File: config.mk
export PLATFORM = sky130hd
export DESIGN_NAME = draw_robot_flat
export DESIGN_NICKNAME = d
export VERILOG_FILES = /design/src/rtl/robot_pkg.sv /design/src/rtl/vga_if.sv /design/src/rtl/robot_ctrl.sv /design/src/rtl/draw_robot.sv /design/src/flat_wrapper.sv
export SDC_FILE = /design/constraint.sdc
export NUM_CORES = 1
export LEC_CHECK = 0
export CAP_MARGIN = 20
export CORE_MARGIN = 3
export CORE_UTILIZATION = 51
export DETAILED_ROUTE_END_ITERATION = 10
export PLACE_DENSITY = 0.8
export SLEW_MARGIN = 20
export SYNTH_ARGS = -nofsm -noshare
export SYNTH_HDL_FRONTEND = slang
export SYNTH_SLANG_ARGS = --single-unit
File: constraint.sdc
create_clock -name clk -period 3.4 [get_ports clk]
set_input_delay 0.68 -clock clk [delete_from_list [all_inputs] [get_ports clk]]
set_output_delay 0.68 -clock clk [all_outputs]
set_load 0.01 [all_outputs]
File: src/rtl/robot_pkg.sv
// Shared types, geometry and colours for the robot overlay.
package robot_pkg;

  localparam int unsigned COORD_W   = 11;
  localparam int unsigned EXT_W     = COORD_W + 1;
  localparam int unsigned RGB_W     = 12;
  localparam int unsigned SCORE_W   = 8;
  localparam int unsigned ZAP_CNT_W = 8;

  localparam int unsigned ROBOT_W = 32;
  localparam int unsigned ROBOT_H = 48;

  localparam int unsigned COL_OFF_W = 5;
  localparam int unsigned ROW_OFF_W = 6;

  localparam int unsigned EYE_ROW_LO = 8;
  localparam int unsigned EYE_ROW_HI = 11;
  localparam int unsigned EYE_L_LO   = 6;
  localparam int unsigned EYE_L_HI   = 11;
  localparam int unsigned EYE_R_LO   = 20;
  localparam int unsigned EYE_R_HI   = 25;

  localparam logic [RGB_W-1:0] COL_BODY = 12'h888;
  localparam logic [RGB_W-1:0] COL_EYE  = 12'hF00;
  localparam logic [RGB_W-1:0] COL_ZAP  = 12'hFF0;

  typedef enum logic [1:0] {
    MOVE_RIGHT = 2'd0,
    MOVE_LEFT  = 2'd1,
    ZAPPED     = 2'd2
  } state_t;

  // One pixel of the VGA stream as carried through the pipeline.
  typedef struct packed {
    logic [COORD_W-1:0] vcount;
    logic               vsync;
    logic               vblnk;
    logic [COORD_W-1:0] hcount;
    logic               hsync;
    logic               hblnk;
    logic [RGB_W-1:0]   rgb;
  } vga_sig_t;

  // True when a box-relative offset lands on one of the two eyes.
  function automatic logic is_eye(input logic [ROW_OFF_W-1:0] row,
                                  input logic [COL_OFF_W-1:0] col);
    logic row_hit;
    logic left_hit;
    logic right_hit;
    row_hit   = (row >= ROW_OFF_W'(EYE_ROW_LO)) && (row <= ROW_OFF_W'(EYE_ROW_HI));
    left_hit  = (col >= COL_OFF_W'(EYE_L_LO)) && (col <= COL_OFF_W'(EYE_L_HI));
    right_hit = (col >= COL_OFF_W'(EYE_R_LO)) && (col <= COL_OFF_W'(EYE_R_HI));
    return row_hit && (left_hit || right_hit);
  endfunction

endpackage

File: src/rtl/vga_if.sv
// VGA timing + colour stream bundle passed between drawing stages.
interface vga_if;
  import robot_pkg::*;

  logic [COORD_W-1:0] vcount;
  logic               vsync;
  logic               vblnk;
  logic [COORD_W-1:0] hcount;
  logic               hsync;
  logic               hblnk;
  logic [RGB_W-1:0]   rgb;

  modport master (output vcount, vsync, vblnk, hcount, hsync, hblnk, rgb);
  modport slave  (input  vcount, vsync, vblnk, hcount, hsync, hblnk, rgb);
endinterface

File: src/rtl/robot_ctrl.sv
// Per-frame robot behaviour: frame tick, zap capture, movement FSM and score.
module robot_ctrl
  import robot_pkg::*;
#(
  parameter int unsigned X_MIN      = 0,
  parameter int unsigned X_MAX      = 800,
  parameter int unsigned SPEED      = 4,
  parameter int unsigned ZAP_FRAMES = 30
) (
  input  logic               clk,
  input  logic               rst,
  input  logic               vblnk,
  input  logic               zap,
  output logic [COORD_W-1:0] robot_x,
  output logic               zapped,
  output logic               zap_hide,
  output logic [SCORE_W-1:0] score
);

  localparam logic [COORD_W-1:0] X_MIN_C = COORD_W'(X_MIN);
  localparam logic [COORD_W-1:0] X_END_C = COORD_W'(X_MAX - ROBOT_W);
  localparam logic [COORD_W-1:0] SPEED_C = COORD_W'(SPEED);

  state_t               state;
  logic                 vblnk_q;
  logic                 armed;
  logic                 zap_pending;
  logic [ZAP_CNT_W-1:0] zap_cnt;
  logic                 frame_tick;
  logic                 zap_ok;
  logic [EXT_W-1:0]     x_ext;
  logic [EXT_W-1:0]     right_edge;

  // armed masks the first sample after reset so a vblnk already high is not an edge.
  assign frame_tick = armed & vblnk & ~vblnk_q;
  // Zaps arriving while already zapped are dropped outright.
  assign zap_ok     = zap & (state != ZAPPED);
  assign x_ext      = EXT_W'(robot_x);
  assign right_edge = x_ext + EXT_W'(SPEED + ROBOT_W);
  assign zap_hide   = zap_cnt[2];

  // vblnk rising-edge detector.
  always_ff @(posedge clk or negedge rst) begin
    if (!rst) begin
      vblnk_q <= 1'b0;
      armed   <= 1'b0;
    end else begin
      vblnk_q <= vblnk;
      armed   <= 1'b1;
    end
  end

  // Sticky zap request; a zap coincident with a tick is kept for the next tick.
  always_ff @(posedge clk or negedge rst) begin
    if (!rst) begin
      zap_pending <= 1'b0;
    end else if (frame_tick) begin
      zap_pending <= zap_ok;
    end else if (zap_ok) begin
      zap_pending <= 1'b1;
    end
  end

  // Movement / zap FSM, advanced once per frame.
  always_ff @(posedge clk or negedge rst) begin
    if (!rst) begin
      state   <= MOVE_RIGHT;
      robot_x <= X_MIN_C;
      zap_cnt <= '0;
      score   <= '0;
      zapped  <= 1'b0;
    end else if (frame_tick) begin
      case (state)
        MOVE_RIGHT, MOVE_LEFT: begin
          if (zap_pending) begin
            state   <= ZAPPED;
            zapped  <= 1'b1;
            zap_cnt <= ZAP_CNT_W'(ZAP_FRAMES - 1);
            if (score != '1) begin
              score <= score + SCORE_W'(1);
            end
          end else if (state == MOVE_RIGHT) begin
            if (right_edge >= EXT_W'(X_MAX)) begin
              robot_x <= X_END_C;
              state   <= MOVE_LEFT;
            end else begin
              robot_x <= robot_x + SPEED_C;
            end
          end else begin
            if (x_ext < EXT_W'(X_MIN + SPEED)) begin
              robot_x <= X_MIN_C;
              state   <= MOVE_RIGHT;
            end else begin
              robot_x <= robot_x - SPEED_C;
            end
          end
        end
        ZAPPED: begin
          if (zap_cnt == '0) begin
            robot_x <= X_MIN_C;
            state   <= MOVE_RIGHT;
            zapped  <= 1'b0;
          end else begin
            zap_cnt <= zap_cnt - ZAP_CNT_W'(1);
          end
        end
        default: begin
          state  <= MOVE_RIGHT;
          zapped <= 1'b0;
        end
      endcase
    end
  end

endmodule

File: src/rtl/draw_robot.sv
// Overlays the robot sprite on the VGA stream through a 2-stage pipeline.
module draw_robot
  import robot_pkg::*;
#(
  parameter int unsigned X_MIN      = 0,
  parameter int unsigned X_MAX      = 800,
  parameter int unsigned Y_POS      = 500,
  parameter int unsigned SPEED      = 4,
  parameter int unsigned ZAP_FRAMES = 30
) (
  input  logic               clk,
  input  logic               rst,
  vga_if.slave               vga_in,
  vga_if.master              vga_out,
  input  logic               zap,
  output logic [COORD_W-1:0] robot_x,
  output logic               zapped,
  output logic [SCORE_W-1:0] score
);

  logic                 zap_hide;
  vga_sig_t             s1;
  vga_sig_t             s2;
  logic                 s1_draw;
  logic [RGB_W-1:0]     s1_col;
  logic [EXT_W-1:0]     h_ext;
  logic [EXT_W-1:0]     v_ext;
  logic [EXT_W-1:0]     x_ext;
  logic                 in_x;
  logic                 in_y;
  logic [COL_OFF_W-1:0] col_off;
  logic [ROW_OFF_W-1:0] row_off;
  logic                 draw_c;
  logic [RGB_W-1:0]     col_c;

  robot_ctrl #(
    .X_MIN      (X_MIN),
    .X_MAX      (X_MAX),
    .SPEED      (SPEED),
    .ZAP_FRAMES (ZAP_FRAMES)
  ) u_ctrl (
    .clk      (clk),
    .rst      (rst),
    .vblnk    (vga_in.vblnk),
    .zap      (zap),
    .robot_x  (robot_x),
    .zapped   (zapped),
    .zap_hide (zap_hide),
    .score    (score)
  );

  // Hit test and sprite colour for the incoming pixel.
  always_comb begin
    h_ext   = EXT_W'(vga_in.hcount);
    v_ext   = EXT_W'(vga_in.vcount);
    x_ext   = EXT_W'(robot_x);
    in_x    = (h_ext >= x_ext) && (h_ext < x_ext + EXT_W'(ROBOT_W));
    in_y    = (v_ext >= EXT_W'(Y_POS)) && (v_ext < EXT_W'(Y_POS + ROBOT_H));
    col_off = COL_OFF_W'(vga_in.hcount - robot_x);
    row_off = ROW_OFF_W'(vga_in.vcount - COORD_W'(Y_POS));
    draw_c  = in_x && in_y && !vga_in.hblnk && !vga_in.vblnk && !(zapped && zap_hide);
    col_c   = COL_BODY;
    if (zapped) begin
      col_c = COL_ZAP;
    end else if (is_eye(row_off, col_off)) begin
      col_c = COL_EYE;
    end
  end

  // Stage 1: capture the stream and the draw decision.
  always_ff @(posedge clk or negedge rst) begin
    if (!rst) begin
      s1      <= '0;
      s1_draw <= 1'b0;
      s1_col  <= '0;
    end else begin
      s1.vcount <= vga_in.vcount;
      s1.vsync  <= vga_in.vsync;
      s1.vblnk  <= vga_in.vblnk;
      s1.hcount <= vga_in.hcount;
      s1.hsync  <= vga_in.hsync;
      s1.hblnk  <= vga_in.hblnk;
      s1.rgb    <= vga_in.rgb;
      s1_draw   <= draw_c;
      s1_col    <= col_c;
    end
  end

  // Stage 2: merge sprite colour into the delayed stream.
  always_ff @(posedge clk or negedge rst) begin
    if (!rst) begin
      s2 <= '0;
    end else begin
      s2     <= s1;
      s2.rgb <= s1_draw ? s1_col : s1.rgb;
    end
  end

  assign vga_out.vcount = s2.vcount;
  assign vga_out.vsync  = s2.vsync;
  assign vga_out.vblnk  = s2.vblnk;
  assign vga_out.hcount = s2.hcount;
  assign vga_out.hsync  = s2.hsync;
  assign vga_out.hblnk  = s2.hblnk;
  assign vga_out.rgb    = s2.rgb;

endmodule

File: src/flat_wrapper.sv
// flat-port wrapper written by rule: the top's interface ports become plain ports
module draw_robot_flat import robot_pkg::*;
#(
  parameter int unsigned X_MIN      = 0,
  parameter int unsigned X_MAX      = 800,
  parameter int unsigned Y_POS      = 500,
  parameter int unsigned SPEED      = 4,
  parameter int unsigned ZAP_FRAMES = 30
)
  (clk, rst, zap, robot_x, zapped, score, vga_in_vcount, vga_in_vsync, vga_in_vblnk, vga_in_hcount, vga_in_hsync, vga_in_hblnk, vga_in_rgb, vga_out_vcount, vga_out_vsync, vga_out_vblnk, vga_out_hcount, vga_out_hsync, vga_out_hblnk, vga_out_rgb);
  vga_if vga_in_i ();
  vga_if vga_out_i ();
  input  logic clk;
  input  logic rst;
  input  logic zap;
  output logic [COORD_W-1:0] robot_x;
  output logic zapped;
  output logic [SCORE_W-1:0] score;
  input wire logic [$bits(vga_in_i.vcount)-1:0] vga_in_vcount;
  input wire logic [$bits(vga_in_i.vsync)-1:0] vga_in_vsync;
  input wire logic [$bits(vga_in_i.vblnk)-1:0] vga_in_vblnk;
  input wire logic [$bits(vga_in_i.hcount)-1:0] vga_in_hcount;
  input wire logic [$bits(vga_in_i.hsync)-1:0] vga_in_hsync;
  input wire logic [$bits(vga_in_i.hblnk)-1:0] vga_in_hblnk;
  input wire logic [$bits(vga_in_i.rgb)-1:0] vga_in_rgb;
  output wire logic [$bits(vga_out_i.vcount)-1:0] vga_out_vcount;
  output wire logic [$bits(vga_out_i.vsync)-1:0] vga_out_vsync;
  output wire logic [$bits(vga_out_i.vblnk)-1:0] vga_out_vblnk;
  output wire logic [$bits(vga_out_i.hcount)-1:0] vga_out_hcount;
  output wire logic [$bits(vga_out_i.hsync)-1:0] vga_out_hsync;
  output wire logic [$bits(vga_out_i.hblnk)-1:0] vga_out_hblnk;
  output wire logic [$bits(vga_out_i.rgb)-1:0] vga_out_rgb;
  assign vga_in_i.vcount = vga_in_vcount;
  assign vga_in_i.vsync = vga_in_vsync;
  assign vga_in_i.vblnk = vga_in_vblnk;
  assign vga_in_i.hcount = vga_in_hcount;
  assign vga_in_i.hsync = vga_in_hsync;
  assign vga_in_i.hblnk = vga_in_hblnk;
  assign vga_in_i.rgb = vga_in_rgb;
  assign vga_out_vcount = vga_out_i.vcount;
  assign vga_out_vsync = vga_out_i.vsync;
  assign vga_out_vblnk = vga_out_i.vblnk;
  assign vga_out_hcount = vga_out_i.hcount;
  assign vga_out_hsync = vga_out_i.hsync;
  assign vga_out_hblnk = vga_out_i.hblnk;
  assign vga_out_rgb = vga_out_i.rgb;
  draw_robot #(.X_MIN(X_MIN), .X_MAX(X_MAX), .Y_POS(Y_POS), .SPEED(SPEED), .ZAP_FRAMES(ZAP_FRAMES)) u_core (.clk(clk), .rst(rst), .vga_in(vga_in_i), .vga_out(vga_out_i), .zap(zap), .robot_x(robot_x), .zapped(zapped), .score(score));
endmodule
==> flow_summary.json <==
{
  "status": "complete, no violations",
  "gp_congestion": 0.903,
  "rsz0062_at_grt": "no",
  "cts_tree": "built",
  "irDropWorstVdd_v": 0.000456,
  "postCtsSetupRepairBufs": 0,
  "crit_type": "flop to flop",
  "coreArea_um2": 8930,
  "fin_crit_ps": 2760,
  "clock_path_buffers": 2,
  "cts_buffers": 9,
  "ant_nets": 0,
  "seqPwrFrac_pct": 45.9,
  "fillers": 663,
  "reg2reg_to": "u_core.u_ctrl.robot_x[3]$_DFFE_PN0P_",
  "grt_max_degree": 60,
  "synth_ff_type": "dfrtp_1",
  "die-area_um2": 10600,
  "cp.required_ps": 3660,
  "vias_per_cell": 5.56,
  "remaining_drc_errors": 0,
  "grt_pass1_vias": 3537,
  "p_int_uw": 2470,
  "io_buffers": 96,
  "placed_area_um2": 5850,
  "wl_um": 10500,
  "clk-insertion-delay-late_ps": 380,
  "design_area_um2": 6090,
  "die_width_um": 103,
  "multi_input_area_um2": 1850,
  "fin_skew_ps": 11.6,
  "max_freq_ghz": 0.362,
  "p_per_area_nw_per_um2": 604,
  "synthArstFlopShare_pct": 100,
  "routed-via-count": 3467,
  "drv_slew": 0,
  "yosysWarnings": 0,
  "drtIter0Drc": 216,
  "relSlewSlack_pct": 46.3,
  "netlist_instances": 413,
  "cts_resized": 0,
  "post-dp-hpwl_um": 7790,
  "finish.net_count": 580,
  "synth-seq-cells": 111,
  "grt_pass1_wl_um": 17000,
  "area_growth_pct": 27.3,
  "max_cap_violations": 0,
  "timing.rr.start": "u_core.u_ctrl.robot_x[3]$_DFFE_PN0P_",
  "start_util_pct": 53.5,
  "p_sw_share_pct": 32.7,
  "grt_use_total_pct": 21.0,
  "post-route-period-util_pct": 81.3,
  "combPwrFrac_pct": 28.5,
  "syn-cell-area_um2": 4780,
  "first_pass_iters": 4,
  "regToRegSetupSlack_ps": 640,
  "worst_pin_slew_ps": 786,
  "setup-tns-final_ps": 0,
  "cp.arrival_ps": 3020,
  "p_switching_uw": 1200,
  "r2r_cells": 7,
  "rows": 34,
  "ys_types": 59,
  "drive_gt1_share_pct": 6.20,
  "antenna_cells": 0,
  "hp-class": "primary input to asynchronous set/reset pin",
  "clock-root-buffer": "clkbuf_8",
  "hold_viol": 0,
  "antenna_found_initial": 0,
  "clkTransAtPathRegs_ps": 90,
  "synth_edf_count": 0,
  "ios": 99,
  "wire_per_inst_um": 16.8,
  "grt_overflow": 0,
  "p_clk_share_pct": 25.5,
  "hold_buffers": 0,
  "layout_commonest_cell": "dfrtp_1",
  "register_area_um2": 2780,
  "cts.sinks": 111,
  "worstSetupEndpointType": "flop",
  "setup_violations": 0,
  "ys_seq_area_share_pct": 58.1,
  "die_y_um": 103,
  "p_leak_uw": 0.00261,
  "syn_area_per_cell_um2": 11.6,
  "cts_max_level": 3,
  "start_kind": "flop",
  "path_max_fanout": 9,
  "final_cell_mix": "dfrtp_1 (111), clkdlybuf4s50_1 (95), nand2_1 (31)"
}
## worst max-delay path, cell delays in order (launching register included)
cell and delay [ps]:
dfrtp_1 530, ha_1 390, xor2_1 180, o22ai_1 130
a2111oi_0 730, nor3_1 290, a311oi_1 330, a21oi_1 60
## state kept, by name, summed over array words and instances, names as in the netlist
name and count:
u_core.vga_out.hblnk 1, u_core.u_ctrl.zap_cnt 8, u_core.vga_out.vsync 1, u_core.vga_out.vcount 11, u_core.u_ctrl.zapped 1, u_core.s1 38
u_core.u_ctrl.robot_x 9, u_core.vga_out.vblnk 1, u_core.vga_out.hsync 1, u_core.vga_out.rgb 12, u_core.u_ctrl.zap_pending 1, u_core.u_ctrl.score 8
u_core.s1_col 5, u_core.u_ctrl.state 2, u_core.s1_draw 1, u_core.vga_out.hcount 11
## final cells by class
class	instances	area share, %
sequential	111	45.6
clock inverter	6	1.91
multi-input combinational	265	30.3
timing repair buffer	99	16.3
tap	108	2.22
inverter	25	1.54
clock buffer	10	2.10
## power groups by stage
stage               clock [uW]  sequential (uW)  combinational (uW)
floorplan                    0             1640                 660
global placement             0             1700                1000
detailed placement           0             1710                1030
CTS                        962             1690                1040
global route              1020             1720                1170
finish                     939             1690                1050
## cell families (layout without fill, tap and decap cells)
family                   after synthesis  in the layout  synth area share, %
other                                  2              5                0.157
AO/OA/AOI/OAI                         85             85                 12.6
AND/OR/NAND/NOR                      119            119                 13.0
multiplexers                           4              4                0.942
adder cells (fa/ha/maj)               28             28                 7.33
buffers and inverters                 40            140                 3.56
flip-flops                           111            111                 58.1
XOR/XNOR                              24             24                 4.40
## routing by layer
| metal | up-vias | track usage [%] | share of wire (%) |
|---|---|---|---|
| li1 | 1639 | - | - |
| met1 | 1703 | 25.3 | 41 |
| met2 | 108 | 36.6 | 51 |
| met3 | 17 | 6.22 | 6.0 |
| met4 | 0 | 6.27 | 1.9 |
| met5 | - | 0 | 0 |
## stage by stage
| stage | instances | hold WS [ps] | utilization, % | worst slack [ps] | total power, uW |
|---|---|---|---|---|---|
| after floorplan | 416 | 331 | - | 816 | 2300 |
| after global placement | 608 | 332 | 65.4 | 487 | 2710 |
| after detailed placement | 608 | 335 | 65.4 | 381 | 2740 |
| after CTS | 624 | 347 | 68.2 | 690 | 3690 |
| after global routing | 624 | 364 | 68.2 | 442 | 3900 |
| final | 624 | 326 | 68.2 | 637 | 3680 |
## worst max-delay path by stage
stage / end / startpoint / depth (start not counted) / slack, ps
finish: u_core.u_ctrl.robot_x[3]$_DFFE_PN0P_ / u_core.u_ctrl.robot_x[3]$_DFFE_PN0P_ / 7 / 640
CTS: u_core.u_ctrl.robot_x[4]$_DFFE_PN0P_ / u_core.u_ctrl.robot_x[6]$_DFFE_PN0P_ / 7 / 690
detailed placement: u_core.s1_col[7]$_DFF_PN0_ / vga_in_hcount[2] / 8 / 380
global route: u_core.u_ctrl.robot_x[3]$_DFFE_PN0P_ / u_core.u_ctrl.robot_x[2]$_DFFE_PN0P_ / 7 / 440
floorplan: u_core.u_ctrl.robot_x[4]$_DFFE_PN0P_ / u_core.u_ctrl.robot_x[5]$_DFFE_PN0P_ / 10 / 820
global placement: u_core.s1_col[7]$_DFF_PN0_ / vga_in_hcount[2] / 8 / 490
## cell usage after synthesis, drive strengths merged, types with 2 or more instances
| library cell | count | area share, % |
|---|---|---|
| o221ai | 4 | 0.73 |
| a211oi | 3 | 0.47 |
| or3 | 6 | 0.79 |
| and2 | 3 | 0.39 |
| buf | 10 | 1.2 |
| o22ai | 4 | 0.65 |
| nor3b | 2 | 0.31 |
| nand3 | 9 | 0.94 |
| dfrtp | 111 | 58 |
| nand2 | 31 | 2.4 |
| and3b | 3 | 0.55 |
| xnor2 | 13 | 2.4 |
| nor4 | 2 | 0.26 |
| clkbuf | 5 | 0.39 |
| a2111oi | 4 | 0.73 |
| nand2b | 6 | 0.79 |
| a21oi | 18 | 1.9 |
| or4 | 2 | 0.31 |
| conb | 2 | 0.16 |
| mux2 | 4 | 0.94 |
| nor2 | 22 | 1.7 |
| o32ai | 3 | 0.55 |
| inv | 25 | 2.0 |
| o31ai | 2 | 0.31 |
| ha | 28 | 7.3 |
| a2111o | 2 | 0.47 |
| or2 | 3 | 0.39 |
| nor2b | 9 | 1.2 |
| o21a | 5 | 0.79 |
| nor3 | 9 | 0.94 |
| a31oi | 3 | 0.39 |
| o21ai | 18 | 1.9 |
| nand4b | 3 | 0.55 |
| xor2 | 11 | 2.0 |
| a21boi | 2 | 0.31 |
| or3b | 2 | 0.37 |
| nand4 | 4 | 0.52 |
| a21o | 3 | 0.47 |
| o21ba | 2 | 0.42 |
| o32a | 2 | 0.42 |
No activity file was read; power rests on OpenSTA's default activity.
